File: src/rtl/oam_dma.sv
// oam_dma: NES sprite DMA; snoops $4014 writes, halts the CPU and copies one 256-byte page into OAMDATA.
// Ports: clk/reset (sync, active-high); cpu_addr_in/cpu_data_in/cpu_WE snoop the CPU bus;
// bus_data_in is same-cycle read data; cpu_halt/dma_active flag bus ownership;
// bus_addr_out/bus_data_out/bus_WE drive the system bus while halted.
module oam_dma #(
  parameter logic [15:0] DMA_REG_ADDR = 16'h4014,
  parameter logic [15:0] OAMDATA_ADDR = 16'h2004,
  parameter int          XFER_LEN     = 256
) (
  input  logic        clk,
  input  logic        reset,
  input  logic [15:0] cpu_addr_in,
  input  logic [7:0]  cpu_data_in,
  input  logic        cpu_WE,
  input  logic [7:0]  bus_data_in,
  output logic        cpu_halt,
  output logic [15:0] bus_addr_out,
  output logic [7:0]  bus_data_out,
  output logic        bus_WE,
  output logic        dma_active
);
  typedef enum logic [2:0] {IDLE, HALT, ALIGN, READ, WRITE} state_t;
  state_t state, state_nx;
  logic put_cycle;
  logic [7:0] page, index, latch;
  logic trig, last;
  assign trig = cpu_WE && cpu_addr_in == DMA_REG_ADDR;
  assign last = index == 8'(XFER_LEN - 1);
  always_ff @(posedge clk)
    if (reset) begin
      state     <= IDLE;
      put_cycle <= 1'b0;
      page      <= 8'h00;
      index     <= 8'h00;
      latch     <= 8'h00;
    end else begin
      state     <= state_nx;
      put_cycle <= ~put_cycle;
      if (state == IDLE && trig) begin
        page  <= cpu_data_in;
        index <= 8'h00;
      end
      if (state == READ) latch <= bus_data_in;
      if (state == WRITE) index <= index + 8'd1;
    end
  // HALT goes straight to READ only when the following cycle is a get cycle
  always_comb begin
    state_nx     = state == IDLE  ? (trig ? HALT : IDLE) :
                   state == HALT  ? (put_cycle ? READ : ALIGN) :
                   state == ALIGN ? READ :
                   state == READ  ? WRITE :
                   last           ? IDLE : READ;
    dma_active   = state != IDLE;
    cpu_halt     = dma_active;
    bus_WE       = state == WRITE;
    bus_addr_out = state == READ ? {page, index} : bus_WE ? OAMDATA_ADDR : 16'h0000;
    bus_data_out = bus_WE ? latch : 8'h00;
  end
  always_ff @(posedge clk)
    if (!reset) assert ((state != READ || !put_cycle) && (state != WRITE || put_cycle));
endmodule

File: config.mk
export PLATFORM = sky130hd
export DESIGN_NAME = oam_dma
export DESIGN_NICKNAME = d
export VERILOG_FILES = /design/src/rtl/oam_dma.sv
export SDC_FILE = /design/constraint.sdc
export NUM_CORES = 1
export LEC_CHECK = 0
export ABC_AREA = 1
export BUFFER_PORTS_ARGS = -buffer_cell sky130_fd_sc_hd__buf_2
export CAP_MARGIN = 20
export CELL_PAD_IN_SITES_DETAIL_PLACEMENT = 1
export CELL_PAD_IN_SITES_GLOBAL_PLACEMENT = 2
export CORE_ASPECT_RATIO = 0.8
export CORE_MARGIN = 2
export CORE_UTILIZATION = 25
export CTS_CLUSTER_SIZE = 8
export DETAILED_ROUTE_END_ITERATION = 7
export PLACE_DENSITY_LB_ADDON = 0.1
export SLEW_MARGIN = 20
export SYNTH_ARGS = -nofsm -noshare
export SYNTH_HDL_FRONTEND = slang
export SYNTH_SLANG_ARGS = --single-unit
File: constraint.sdc
create_clock -name clk -period 2.9 [get_ports clk]
set_input_delay 0.145 -clock clk [delete_from_list [all_inputs] [get_ports clk]]
set_output_delay 0.145 -clock clk [all_outputs]
set_load 0.005 [all_outputs]
==> results.py, run 1 <==
metrics = {
    "placed_design": {
        "io_buffers": 61,
        "placed_area_um2": 1780,
        "gp_congestion": 0.684,
        "dp.final_hpwl_um": 2960,
    },
    "worst_setup_path": {
        "cp_cell_sequence": "nor2_4, nand2_2, clkinv_1, buf_2",
        "max_stage_delay_ns": 0.42,
        "cp.arrival_ns": 1.66,
        "timing.rr.start": "state[1]",
        "path_class": "flip-flop to output port",
        "critPathSlowestCell": "dfxtp_1",
        "cp-startpoint": "state[1]",
        "cp.required_ns": 2.76,
        "startpoint_type": "flip-flop",
        "worst-path-max-fanout": 18,
        "endpoint_kind": "output port",
    },
    "finish": {
        "multi_input_area_um2": 698,
        "layout_commonest_cell": "buf_2",
        "final_area_um2": 1830,
        "fill_cells": 746,
        "seq_area_um2": 561,
        "drive_gt1_frac": 0.293,
        "antenna-diode-count": 0,
        "final_cell_mix": "61 x buf_2, 53 x nor2_1, 38 x nand2_1",
        "nets": 310,
        "area_growth_pct": 29.6,
    },
    "status": {
        "status": "finished clean",
    },
    "clock_network": {
        "cts-resized-gates": 0,
        "clock_sinks": 28,
        "clockBufferDepth": 2,
        "post_cts_buffers": 0,
        "cts_tree": "done",
        "hold_buffers": 0,
        "cts_buffers": 3,
        "clk_latency_ns": 0.28,
        "root_buffer": "clkbuf_8",
        "htreeDepth": 1,
        "clk_pin_slew_ns": 0.09,
    },
    "sta": {
        "setup_viol": 0,
        "finalMaxSlewViolations": 0,
        "fin_crit_sh": 0.624,
        "period_needed_ns": 1.81,
        "max_freq_mhz": 553,
        "finClkSkew_ns": 0.00710,
        "rsz0062_at_grt": "false",
        "finalHoldViolations": 0,
        "finalSetupTns_ns": 0,
        "max-slew-margin-rel": 0.687,
        "hold_ws_ns": 0.0679,
        "tightest_slew_ns": 0.468,
    },
    "detailed_routing": {
        "drt-total-wl_um": 3920,
        "avgRoutedWirePerCell_um": 11.2,
        "detail-route-antenna-nets": 0,
        "vias": 1478,
        "detailedRoute.firstPassIterationCount": 4,
        "drc": 0,
        "drt-initial-drc-count": 26,
        "avgViaCountPerCell": 4.21,
    },
    "power": {
        "comb_power_share": 0.059,
        "cellLeakagePower_uw": 0.000838,
        "pwr-share-seq": 0.575,
        "p_per_area_nw_per_um2": 366,
        "power.switching_uw": 144,
        "power.internal_uw": 527,
        "ir_worst_vdd_uv": 142,
        "p_clk_frac": 0.366,
        "swShare": 0.215,
    },
    "synthesis": {
        "synthesis.instances": 214,
        "ys_seq_area_frac": 0.396,
        "yosysTopAreaCell": "dfxtp_1",
        "synth_top_cell_area_share": 0.396,
        "ys_ff_latch": 28,
        "yosysWarningCount": 0,
        "synth.area.top_cells": "dfxtp_1 40%, nor2_1 14%, nand2_1 10%",
        "synth.distinct_cells": 26,
        "syn_nets": 250,
        "syn_area_um2": 1410,
        "syn_avg_cell_area_um2": 6.61,
    },
    "global_route": {
        "grt_pass1_wl_um": 6630,
        "grt_util_all_layers": 0.131,
        "grt_pass1_vias": 1460,
        "antenna_found_initial": 0,
        "grt_max_degree": 19,
        "gr-total-overflow": 0,
    },
    "floorplan": {
        "row_count": 24,
        "start_util": 0.259,
        "die-area_um2": 6280,
        "core_um2": 5470,
        "die_h_um": 71.3,
        "pin_count": 62,
        "dieWidth_um": 88.1,
    },
    "run": {
        "cap_violations": 0,
    },
    "worst_hold_path": {
        "hold_class": "input port to flip-flop",
        "hold_start": "bus_data_in[7]",
    },
}
-- kinds of logic after synthesis --
| group | Yosys count | synth area share |
|---|---|---|
| compound gates | 28 | 0.100 |
| fa+ha+maj | 1 | 0.00885 |
| buf+inv | 37 | 0.110 |
| flops | 28 | 0.396 |
| simple gates | 120 | 0.385 |
-- synthesized netlist by cell type --
| master | count |
|---|---|
| nand2_2 | 7 |
| nor2_4 | 3 |
| nand3_1 | 11 |
| nand2_1 | 38 |
| buf_2 | 1 |
| nor2_1 | 53 |
| ha_1 | 1 |
| nand3_4 | 1 |
| nor2_2 | 1 |
| clkbuf_1 | 2 |
| dfxtp_1 | 28 |
| inv_1 | 29 |
| inv_2 | 1 |
| nor3_1 | 1 |
| buf_6 | 1 |
| or2_1 | 1 |
| o21ai_1 | 1 |
| nand3b_1 | 1 |
| buf_4 | 2 |
| nand4_1 | 1 |
| o22ai_1 | 1 |
| a21oi_1 | 9 |
| clkinv_1 | 1 |
| o21ai_0 | 17 |
| nand3_2 | 1 |
| nand2_4 | 1 |
-- routing by layer --
metal	up-vias	global-route usage	wire [µm]
li1	771	-	-
met1	659	0.175	1930
met2	46	0.221	1740
met3	2	0.0311	234
met4	0	0.0202	17
met5	-	0	0
-- worst paths after layout --
check / end / slack (ns) / depth (start not counted)
max: bus_WE / 1.09 / 4
min: latch[7] / 0.07 / 3
max reg2reg: index[0] / 1.34 / 5
min reg2reg: put_cycle / 0.44 / 1
-- flip-flops by register name, summed over array words and instances, names as in the netlist --
register / cells
put_cycle: 1
page: 8
state: 3
latch: 8
index: 8
-- power groups by stage --
| stage | clock, µW | sequential (µW) | combinational, µW |
|---|---|---|---|
| floorplan | 0 | 394 | 13.4 |
| global placement | 0 | 395 | 39.8 |
| detailed placement | 0 | 395 | 40.2 |
| CTS | 264 | 386 | 40.3 |
| global route | 271 | 386 | 44.8 |
| finish | 246 | 386 | 39.4 |
-- cell type report --
class                           count  area share
Tap cell                           78      0.0532
Timing Repair Buffer               61       0.167
Inverter                           31      0.0635
Sequential cell                    28       0.306
Clock buffer                        4      0.0300
Multi-Input combinational cell    149       0.381
-- worst max-delay path, delay by kind of cell, from the launching register on --
kind	cells	cell delay (ns)
flip-flops	1	0.42
AND/OR/NAND/NOR	2	0.38
buffers and inverters	2	0.59
-- through the flow --
stage | utilization | power, µW | instances | worst slack (ns)
floorplan | - | 408 | 214 | 1.74
global placement | 0.325 | 435 | 347 | 1.34
detailed placement | 0.325 | 435 | 347 | 1.31
CTS | 0.335 | 690 | 351 | 1.03
global route | 0.335 | 702 | 351 | 0.914
finish | 0.335 | 671 | 351 | 1.09
(Power assumes the default switching activity.)
==> run 2, diff against run 1 <==
Settings changed: CORE_UTILIZATION 25 to 23.
Clock period 2.9 ns to 1.9 ns, I/O delays scaled along.
==> run 2 against run 1 <==
  * Global-route usage shrank 0.83 points
  * Sequential share of layout area shrank 1.0 points
  * Setup slack lost 0.80 ns
  * Sequential power grew 53%
  * Clock-buffer cell count shrank 1
  * Total power grew 69%
  * Routed wire length grew 2.2%
  * Critical path depth grew 1
  * Core utilization shrank 1.5 points
  * First-iteration DRC count grew 73%
  * Via count grew 0.74%
  * Critical path type unchanged
==> results.py, run 2 (synthesis gave the netlist of run 1 again) <==
metrics = {
    "detailed_routing": {
        "drc": 0,
        "avgRoutedWirePerCell_um": 11.2,
        "vias": 1489,
        "drt-total-wl_um": 4000,
        "drt-initial-drc-count": 45,
        "detail-route-antenna-nets": 0,
        "avgViaCountPerCell": 4.15,
        "detailedRoute.firstPassIterationCount": 4,
    },
    "global_route": {
        "grt_pass1_vias": 1430,
        "use_met2": 0.200,
        "antenna_found_initial": 0,
        "grt_util_all_layers": 0.123,
        "grt_pass1_wl_um": 6670,
        "grt_max_degree": 17,
        "gr-max-usage-layer": "met2",
        "grtUsageMet1": 0.166,
        "gr-total-overflow": 0,
        "grtUsageMet3": 0.0274,
    },
    "worst_setup_path": {
        "worst-path-max-fanout": 13,
        "cp.required_ns": 1.80,
        "cp_num_buf_inv": 3,
        "cp.arrival_ns": 1.51,
        "startpoint_type": "flip-flop",
        "critPathSlowestCell": "dfxtp_1",
        "max_stage_delay_ns": 0.36,
        "path_class": "flip-flop to output port",
        "cp_cell_sequence": "inv_2, nand3_2, buf_4, nor2_1, buf_2",
        "endpoint_kind": "output port",
        "crit_family": "buffers and inverters",
    },
    "sta": {
        "setup_viol": 0,
        "tightest_slew_ns": 0.411,
        "finalMaxSlewViolations": 0,
        "worst_slack_ns": 0.296,
        "rsz0062_at_grt": "false",
        "fin_crit_sh": 0.844,
        "finClkSkew_ns": 0.00175,
        "max_freq_mhz": 623,
        "max-slew-margin-rel": 0.726,
        "period_needed_ns": 1.60,
        "finalHoldViolations": 0,
        "finalSetupTns_ns": 0,
    },
    "finish": {
        "reg_top3": "index: 8 flops, latch: 8 flops, page: 8 flops",
        "antenna-diode-count": 0,
        "drive_gt1_frac": 0.299,
        "layout_commonest_cell": "buf_2",
        "final_core_util": 0.321,
        "final_cell_mix": "61 x buf_2, 53 x nor2_1, 38 x nand2_1",
        "nets": 315,
        "area_growth_pct": 34.1,
    },
    "clock_network": {
        "post_cts_buffers": 0,
        "clockBufferDepth": 2,
        "clk_latency_ns": 0.28,
        "cts-resized-gates": 0,
        "htreeDepth": 1,
        "cts_tree": "done",
        "root_buffer": "clkbuf_8",
        "clk_pin_slew_ns": 0.10,
        "clock_sinks": 28,
        "cts_buffers": 3,
    },
    "floorplan": {
        "dieWidth_um": 91.7,
        "die_h_um": 74.1,
        "die-area_um2": 6790,
        "pin_count": 62,
        "start_util": 0.239,
        "row_count": 25,
        "core_um2": 5910,
    },
    "power": {
        "ir_worst_vdd_uv": 238,
        "cellLeakagePower_uw": 0.000866,
        "p_per_area_nw_per_um2": 598,
    },
    "status": {
        "status": "finished clean",
    },
    "worst_hold_path": {
        "hold_class": "input port to flip-flop",
    },
    "placed_design": {
        "place_ws_ns": 0.446,
        "gp_congestion": 0.732,
        "dp.final_hpwl_um": 3140,
        "io_buffers": 61,
    },
    "run": {
        "cap_violations": 0,
    },
}
[run 2: cell count changes in the layout (fill, tap and decap cells not counted)]
| cell | delta |
|---|---|
| clkbuf_8 | -1 |
| bufinv_16 | +1 |
| buf_4 | +3 |
| dlygate4sd3_1 | +2 |
[run 2: report_power, final]
| group | internal (µW) | switching, µW |
|---|---|---|
| combinational | 34.5 | 29.6 |
| clock | 282 | 198 |
| sequential | 588 | 0.731 |
| total | 905 | 228 |
[run 2: final cells by class]
| class | instances | area (µm²) |
|---|---|---|
| tap | 81 | 101 |
| inverter | 31 | 116 |
| sequential | 28 | 561 |
| clock buffer | 3 | 41.3 |
| fill | 792 | 4020 |
| multi-input combinational | 149 | 698 |
| timing repair buffer | 66 | 348 |
| clock inverter | 1 | 30.0 |
[run 2: timing repair]
item	in CTS	in global routing
hold endpoints to repair	2	0
hold buffers	2	0
setup endpoints to repair	0	0
[run 2: per-stage QoR]
| stage | instances | instance area, µm² | hold slack [ns] | total power (µW) |
|---|---|---|---|---|
| after floorplan | 214 | 1410 | 0.208 | 623 |
| after global placement | 353 | 1800 | 0.298 | 664 |
| after detailed placement | 353 | 1800 | 0.304 | 665 |
| after CTS | 359 | 1900 | 0.000938 | 1160 |
| after global routing | 359 | 1900 | 0.00151 | 1190 |
| final | 359 | 1900 | 0.0136 | 1130 |
[run 2: final timing paths]
| kind | start | to | slack (ns) | cells past startpoint |
|---|---|---|---|---|
| max | state[2] | bus_addr_out[1] | 0.30 | 5 |
| min reg2reg | put_cycle | put_cycle | 0.42 | 1 |
| max reg2reg | state[2] | state[0] | 0.46 | 6 |
| min | bus_data_in[2] | latch[2] | 0.01 | 3 |
[run 2: metal layers]
| layer | vias up | share of wire |
|---|---|---|
| li1 | 785 | - |
| met1 | 672 | 0.51 |
| met2 | 27 | 0.44 |
| met3 | 5 | 0.041 |
| met4 | 0 | 0.0092 |
| met5 | - | 0 |
[run 2: worst register-to-register path, stage by stage (launching register included)]
cell	delay (ns)
dfxtp_1	0.36
inv_2	0.11
nand3_2	0.28
nand2_2	0.30
a21oi_1	0.06
o21ai_1	0.13
o22ai_1	0.09
